### src/rtl/slave_regfile_if.sv
//==============================================================================
// slave_regfile_if : decoder/forwarder bus for the slave register file
// Revision: 1.0
//==============================================================================
`default_nettype none

interface slave_regfile_if #(
   parameter int WIDTH    = 12,
   parameter int AW       = 5,
   parameter int RD_PORTS = 2
);
   logic                       write;
   logic [AW-1:0]              write_addr;
   logic [WIDTH-1:0]           write_node;
   logic [RD_PORTS-1:0]        read_en;
   logic [RD_PORTS*AW-1:0]     read_addr;
   logic [RD_PORTS*WIDTH-1:0]  read_node;
   logic [RD_PORTS-1:0]        read_valid;
   logic                       clear;
   logic                       busy;

   modport master (
      output write, write_addr, write_node, read_en, read_addr, clear,
      input  read_node, read_valid, busy
   );

   modport slave (
      input  write, write_addr, write_node, read_en, read_addr, clear,
      output read_node, read_valid, busy
   );
endinterface

`default_nettype wire

### src/rtl/slave_regfile.sv
//==============================================================================
// slave_regfile : multi-port register file with per-entry valid and bulk clear
// Revision: 1.0
//==============================================================================
`default_nettype none

module slave_regfile #(
   parameter int WIDTH    = 12,
   parameter int DEPTH    = 32,
   parameter int AW       = 5,
   parameter int RD_PORTS = 2
) (
   input  logic             clk,
   input  logic             reset,
   slave_regfile_if.slave   bus
);

   localparam logic [AW:0]   C_DEPTH = (AW+1)'(DEPTH);
   localparam logic [AW-1:0] C_LAST  = AW'(DEPTH - 1);

   typedef enum logic [0:0] {
      ST_IDLE  = 1'b0,
      ST_CLEAR = 1'b1
   } state_t;

   state_t                     state_q;
   logic [AW-1:0]              ptr_q;
   logic                       busy_q;
   logic [WIDTH-1:0]           mem_q [DEPTH];
   logic [DEPTH-1:0]           valid_q;
   logic [RD_PORTS*WIDTH-1:0]  read_node_q;
   logic [RD_PORTS-1:0]        read_valid_q;

   logic                       wr_ok;
   logic [RD_PORTS*WIDTH-1:0]  rd_node_d;
   logic [RD_PORTS-1:0]        rd_valid_d;

   assign wr_ok = bus.write && (state_q == ST_IDLE) &&
                  ({1'b0, bus.write_addr} < C_DEPTH);

   // Per-port lookup; a same-cycle write to the addressed entry is forwarded.
   for (genvar p = 0; p < RD_PORTS; p++) begin : g_rd
      logic [AW-1:0] addr;
      logic          rd_ok;
      logic          bypass;

      assign addr   = bus.read_addr[p*AW +: AW];
      assign rd_ok  = (state_q == ST_IDLE) && ({1'b0, addr} < C_DEPTH);
      assign bypass = wr_ok && (addr == bus.write_addr);

      assign rd_node_d[p*WIDTH +: WIDTH] = !rd_ok ? '0 :
                                           bypass ? bus.write_node : mem_q[addr];
      assign rd_valid_d[p]               = rd_ok && (bypass || valid_q[addr]);
   end

   always_ff @(posedge clk) begin
      if (!reset) begin
         state_q      <= ST_IDLE;
         ptr_q        <= '0;
         busy_q       <= 1'b0;
         valid_q      <= '0;
         read_node_q  <= '0;
         read_valid_q <= '0;
         for (int i = 0; i < DEPTH; i++) begin
            mem_q[i] <= '0;
         end
      end else begin
         for (int p = 0; p < RD_PORTS; p++) begin
            if (bus.read_en[p]) begin
               read_node_q[p*WIDTH +: WIDTH] <= rd_node_d[p*WIDTH +: WIDTH];
               read_valid_q[p]               <= rd_valid_d[p];
            end
         end

         case (state_q)
            ST_IDLE: begin
               if (wr_ok) begin
                  mem_q[bus.write_addr]   <= bus.write_node;
                  valid_q[bus.write_addr] <= 1'b1;
               end
               if (bus.clear) begin
                  state_q <= ST_CLEAR;
                  ptr_q   <= '0;
                  busy_q  <= 1'b1;
               end
            end
            ST_CLEAR: begin
               mem_q[ptr_q]   <= '0;
               valid_q[ptr_q] <= 1'b0;
               if (ptr_q == C_LAST) begin
                  state_q <= ST_IDLE;
                  busy_q  <= 1'b0;
               end else begin
                  ptr_q <= ptr_q + AW'(1);
               end
            end
            default: begin
               state_q <= ST_IDLE;
               busy_q  <= 1'b0;
            end
         endcase
      end
   end

   assign bus.read_node  = read_node_q;
   assign bus.read_valid = read_valid_q;
   assign bus.busy       = busy_q;

endmodule

`default_nettype wire

### src/flat_wrapper.sv
// flat-port wrapper written by rule: the top's interface ports become plain ports
module slave_regfile_flat 
#(
   parameter int WIDTH    = 12,
   parameter int DEPTH    = 32,
   parameter int AW       = 5,
   parameter int RD_PORTS = 2
)
  (clk, reset, bus_write, bus_write_addr, bus_write_node, bus_read_en, bus_read_addr, bus_clear, bus_read_node, bus_read_valid, bus_busy);
  slave_regfile_if #(.WIDTH(WIDTH), .AW(AW), .RD_PORTS(RD_PORTS)) bus_i ();
  input  logic clk;
  input  logic reset;
  input wire logic [$bits(bus_i.write)-1:0] bus_write;
  input wire logic [$bits(bus_i.write_addr)-1:0] bus_write_addr;
  input wire logic [$bits(bus_i.write_node)-1:0] bus_write_node;
  input wire logic [$bits(bus_i.read_en)-1:0] bus_read_en;
  input wire logic [$bits(bus_i.read_addr)-1:0] bus_read_addr;
  input wire logic [$bits(bus_i.clear)-1:0] bus_clear;
  output wire logic [$bits(bus_i.read_node)-1:0] bus_read_node;
  output wire logic [$bits(bus_i.read_valid)-1:0] bus_read_valid;
  output wire logic [$bits(bus_i.busy)-1:0] bus_busy;
  assign bus_i.write = bus_write;
  assign bus_i.write_addr = bus_write_addr;
  assign bus_i.write_node = bus_write_node;
  assign bus_i.read_en = bus_read_en;
  assign bus_i.read_addr = bus_read_addr;
  assign bus_i.clear = bus_clear;
  assign bus_read_node = bus_i.read_node;
  assign bus_read_valid = bus_i.read_valid;
  assign bus_busy = bus_i.busy;
  slave_regfile #(.WIDTH(WIDTH), .DEPTH(DEPTH), .AW(AW), .RD_PORTS(RD_PORTS)) u_core (.clk(clk), .reset(reset), .bus(bus_i));
endmodule
### config.mk
export PLATFORM = sky130hd
export DESIGN_NAME = slave_regfile_flat
export DESIGN_NICKNAME = d
export VERILOG_FILES = /design/src/rtl/slave_regfile_if.sv /design/src/rtl/slave_regfile.sv /design/src/flat_wrapper.sv
export SDC_FILE = /design/constraint.sdc
export NUM_CORES = 1
export LEC_CHECK = 0
export BUFFER_PORTS_ARGS = -buffer_cell sky130_fd_sc_hd__buf_2
export CAP_MARGIN = 0
export CORE_MARGIN = 5
export CORE_UTILIZATION = 55
export DETAILED_ROUTE_END_ITERATION = 7
export MAX_ROUTING_LAYER = met4
export PLACE_DENSITY = 0.72
export SLEW_MARGIN = 10
export SYNTH_ARGS = -nofsm -noshare
export SYNTH_HDL_FRONTEND = slang
export SYNTH_SLANG_ARGS = --single-unit
### constraint.sdc
create_clock -name clk -period 2.6 [get_ports clk]
set_clock_uncertainty 0.05 [all_clocks]
set_input_delay 0.13 -clock clk [delete_from_list [all_inputs] [get_ports clk]]
set_output_delay 0.13 -clock clk [all_outputs]
set_load 0.1 [all_outputs]
### Word-level counts from Yosys, hierarchy flattened

Memory sizes are Yosys's and may differ from the RTL's.
Cells that the tools add are included.

* equal/unequal tests: 7
* shift-type cells: 0
* mux-type cells: 37
* bitwise gates (word level): 4
* reduce and logical (&&, ||, !) cells: 13
* div/mod/pow operators: 0
* multipliers: 0
* add/sub/neg operators: 1
* $lt $le $gt $ge: 6

Operator list (number)
* $mux 12: 6
* $pmux 32 s2: 1
* $and 32x32->32: 1
* $mux 32: 1
* $not 32->32: 1
* $or 32x32->32: 1
* $lt 5x6->1 const B: 4
* $reduce_or 12->1: 2
* $mux 5: 4
* $mux 1: 18
* $bmux 1 s5: 2
* $demux 1 s5: 2
* $eq 5x5->1: 2
* $ge 5x1->1 const B: 2
* $pmux 5 s2: 1
* $logic_and 1x1->1: 7
* $ne 2x2->1 const B: 3
* $add 5x1->5 const B: 1
* $eq 5x5->1 const B: 1
* $pmux 1 s2: 2
* $reduce_and 2->1: 2
* $logic_or 1x1->1: 2
* $ne 2x1->1 const B: 1
* $not 1->1: 1

* RAM bits: 384
* input port bits: 33
* memories kept: 1
* output and inout bits: 27
* memory bits (read-only): 0
* bits in registers: 65
* latch bits: 0
* logic and storage cells: 77

Memories
* u_core.mem_q: words 32, width 12, read ports 2, clocked after Yosys merged registers in 0, write ports 32, RTL line slave_regfile.sv:29 `logic [WIDTH-1:0] mem_q [DEPTH];`

### Depth between registers and ports, before layout

* depth after elaboration: 9
* depth in mapped cells: 8
* depth with buffers taken out: 7

### Worst setup path before layout

Ideal clock, no wire load.

* path kind: flip-flop to flip-flop
* from: reg u_core.state_q
* to: mem u_core.mem_q[8][0], enable pin
* path buffers: 3
* data arrival time: 1.839 ns
* data required time: 2.200 ns
* clock period less this slack: 2.239 ns
* setup time: 0.350 ns
* cell stages (with the launch flop): 9
* setup slack: 0.361 ns
* cell sequence: dfxtp_1 -> buf_2 -> nand2_1 -> buf_4 -> mux2_2 -> nor2_4 -> nand2_1 -> buf_2 -> nand2_1

RTL lines
* start: declaration: RTL line slave_regfile.sv:26 `state_t state_q;`
* start signal: assignment: RTL line slave_regfile.sv:58 `state_q <= ST_IDLE;`
* start signal: assignment: RTL line slave_regfile.sv:82 `state_q <= ST_CLEAR;`
* start signal: assignment: RTL line slave_regfile.sv:91 `state_q <= ST_IDLE;`
* end: declaration: RTL line slave_regfile.sv:29

==> flow_metrics.tcl <==
set metrics [dict create \
    outcome "completed" \
    setup_slack_ns 0.2448 \
    fin_tns_setup_ns 0 \
    path_common_cell "nand2_1" \
    synth-edff-count 384 \
    gp_congestion 0.9547 \
    syn_avg_cell_area_um2 13.19 \
    cts_root_buf "clkbuf_16" \
    synthSimpleGateAreaFrac_pct 11.23 \
    final_common_cell "nor2_1" \
    fp.dieH_um 216.7 \
    grt_util_all_layers_pct 31.90 \
    rsz0062_at_grt "false" \
    multi_input_area_mm2 0.009779 \
    drtAntennaViolNets 0 \
    critPathCaptureType "register" \
    cpLargestDelayFamily "buffers and inverters" \
    finalCritPeriodShare_pct 90.58 \
    path_class "reg2reg" \
    postLayoutCoreUtil_pct 62.97 \
    fillers 3089 \
    syn_area_mm2 0.02350 \
    wl_per_cell_um 29.53 \
    cp_data_required_time_ns 2.90 \
    drv_cap 0 \
    synthCells 1781 \
    p_per_area_mw_per_mm2 637.7 \
    cp.arrival_ns 2.65 \
    critPathLaunchType "register" \
    dieArea_mm2 0.04696 \
    clk_pin_slew_ns 0.06 \
    dr.pass1.iters 6 \
    tightest_slew_ns 0.8613 \
    drive_gt1_share_pct 25.79 \
    final_cells 2448 \
    grt_start_max_net_pins 80 \
    synth.area.mux_share_pct 23.81 \
    post-cts-setup-buffers 0 \
    cts_buffers 47 \
    synthAdderAreaFrac_pct 0.2662 \
    slowest_stage "buf_4" \
    pre_cts_slack_ns 0.1537 \
    syn-num-nets 1819 \
    mostFrequentLayoutCells "nor2_1, edfxtp_1, mux4_2" \
    synth_compound_area_share_pct 5.873 \
    gr-total-overflow 0 \
    cts_buffer_depth 3 \
    synth-xor-area-share_pct 0.3727 \
    syn_to_final_growth_pct 12.91 \
    vias_per_cell 6.891 \
    min_period_ns 2.355 \
    num-nets-final 1910 \
    synth_warnings 0 \
    synth_seq_cells 449 \
    max_freq_mhz 424.6 \
    yosysSeqAreaShare_pct 54.61 \
    cts_tree "built" \
    ys_types 57 \
    worstSkewPairLatency_ns 0.59 \
    async_flop_share_pct 0 \
    hpwl_mm 49.23 \
    finalSetupViolations 0 \
    antenna_found_initial 1 \
    h-tree-depth 2 \
    routed-via-count 16868 \
    drtIter0Drc 2490 \
    clock-sinks 449 \
    chipWidth_um 216.7 \
    synth_ff_type "edfxtp_1" \
    portBuffers 59 \
    seq_area_mm2 0.01283 \
    final-hold-violation-count 0 \
    crit_buf_inv 3 \
    vdd_drop_max_uv 582.1 \
    core_area_mm2 0.04213 \
    rows 75 \
    p_leak_nw 9.721 \
    slowest_delay_ns 0.32 \
    io_pins 60 \
    drc 0 \
    path_max_fanout 11 \
    max-slew-margin-rel_pct 42.46 \
    place_inst 2349 \
    worstPathCellList "nand2_1 -> buf_4 -> mux2i_1 -> nor2_1 -> buf_4 -> nand2_1 -> nand2_1 -> buf_12" \
    synth_top_family_by_area "multiplexers" \
    hold_class "in2reg" \
    grt_pass1_wl_mm 108.5 \
    slew_violations 0 \
    start_util_pct 55.77 \
    grt_pass1_vias 16877 \
    routed_wirelength_mm 72.30 \
]
-- kinds of logic after synthesis --
kind of cell	count (synthesis)
adders and majority gates	5
muxes	289
buffers and inverters	188
DFF	449
and+or+nand+nor	649
xor gates and xnor gates	10
AOI/OAI and AO/OA	191
-- sequential cells by signal (all words and copies together) (netlist names) --
register,count
u_core.valid_q,32
u_core.bus.read_node,24
u_core.bus.read_valid,2
u_core.state_q,1
u_core.bus.busy,1
u_core.ptr_q,5
u_core.mem_q,384
-- where the power goes --
group / internal (mW) / switching (mW)
combinational: 0.826 / 1.37
clock: 3.69 / 2.78
sequential: 8.08 / 0.180
-- cell type report --
cell class	count	area share, %
Antenna cell	1	0.009431
Clock buffer	63	4.895
Clock inverter	22	0.5659
Timing Repair Buffer	213	6.526
Multi-Input combinational cell	1144	36.86
Sequential cell	449	48.36
Tap cell	539	2.542
Inverter	17	0.2405
-- cells in the mapped netlist, drive strengths merged, types with 8 or more instances --
cell type	number	area (µm²)
nor2	409	1565
edfxtp	384	11530
mux4	206	4730
nand2	167	626.9
buf	100	571.8
clkbuf	71	266.5
dfxtp	65	1301
mux2i	56	560.5
o21ai	39	195.2
a21boi	32	240.2
a22oi	30	225.2
mux2	27	304.0
o211ai	25	187.7
nor2b	19	118.9
nand3	18	90.09
inv	17	63.81
o2111ai	13	113.9
a22o	12	105.1
a31o	11	96.35
a21oi	8	40.04
and2	8	50.05
-- metrics by stage --
| stage | hold WS (ns) | total power [mW] | cell area, µm² |
|---|---|---|---|
| final | 0.05536 | 16.92 | 26530 |
| after global placement | 0.4239 | 10.48 | 24950 |
| after global routing | 0.07179 | 17.38 | 26530 |
| after floorplan | 0.2690 | 9.743 | 23500 |
| after CTS | 0.007114 | 16.91 | 26530 |
| after detailed placement | 0.4261 | 10.53 | 24950 |
-- worst paths after layout --
kind                                              from                                    end  cells after the start  slack, ns
setup / recovery             u_core.state_q$_SDFF_PN0_      u_core.mem_q[31][1]$_SDFFCE_PN0P_                      8       0.24
hold / removal                          bus_read_en[1]  u_core.bus.read_valid[1]$_SDFFE_PN0P_                      4       0.06
setup reg to reg             u_core.state_q$_SDFF_PN0_      u_core.mem_q[31][1]$_SDFFCE_PN0P_                      8       0.24
hold reg to reg   u_core.bus.read_node[0]$_SDFFE_PN0P_   u_core.bus.read_node[0]$_SDFFE_PN0P_                      2       0.44
-- layer usage --
| layer | routed length, µm | vias up | global-route usage [%] | share of wire (%) |
|---|---|---|---|---|
| li1 | - | 6893 | - | - |
| met1 | 26380 | 8476 | 43.03 | 36 |
| met2 | 33260 | 1307 | 47.41 | 46 |
| met3 | 9029 | 192 | 6.977 | 12 |
| met4 | 3632 | 0 | 13.95 | 5.0 |
| met5 | 0 | - | - | 0 |
-- timing repair --
action | in CTS | in global routing
hold buffers | 13 | 0
hold endpoints to repair | 29 | 0
resized for setup | 0 | 0
-- worst min-delay path, cell delays in order --
cell	delay (ns)
buf_2	0.13
nand2b_1	0.16
o21ai_0	0.08
o221a_1	0.16
Power figures use the tool's default switching activity.
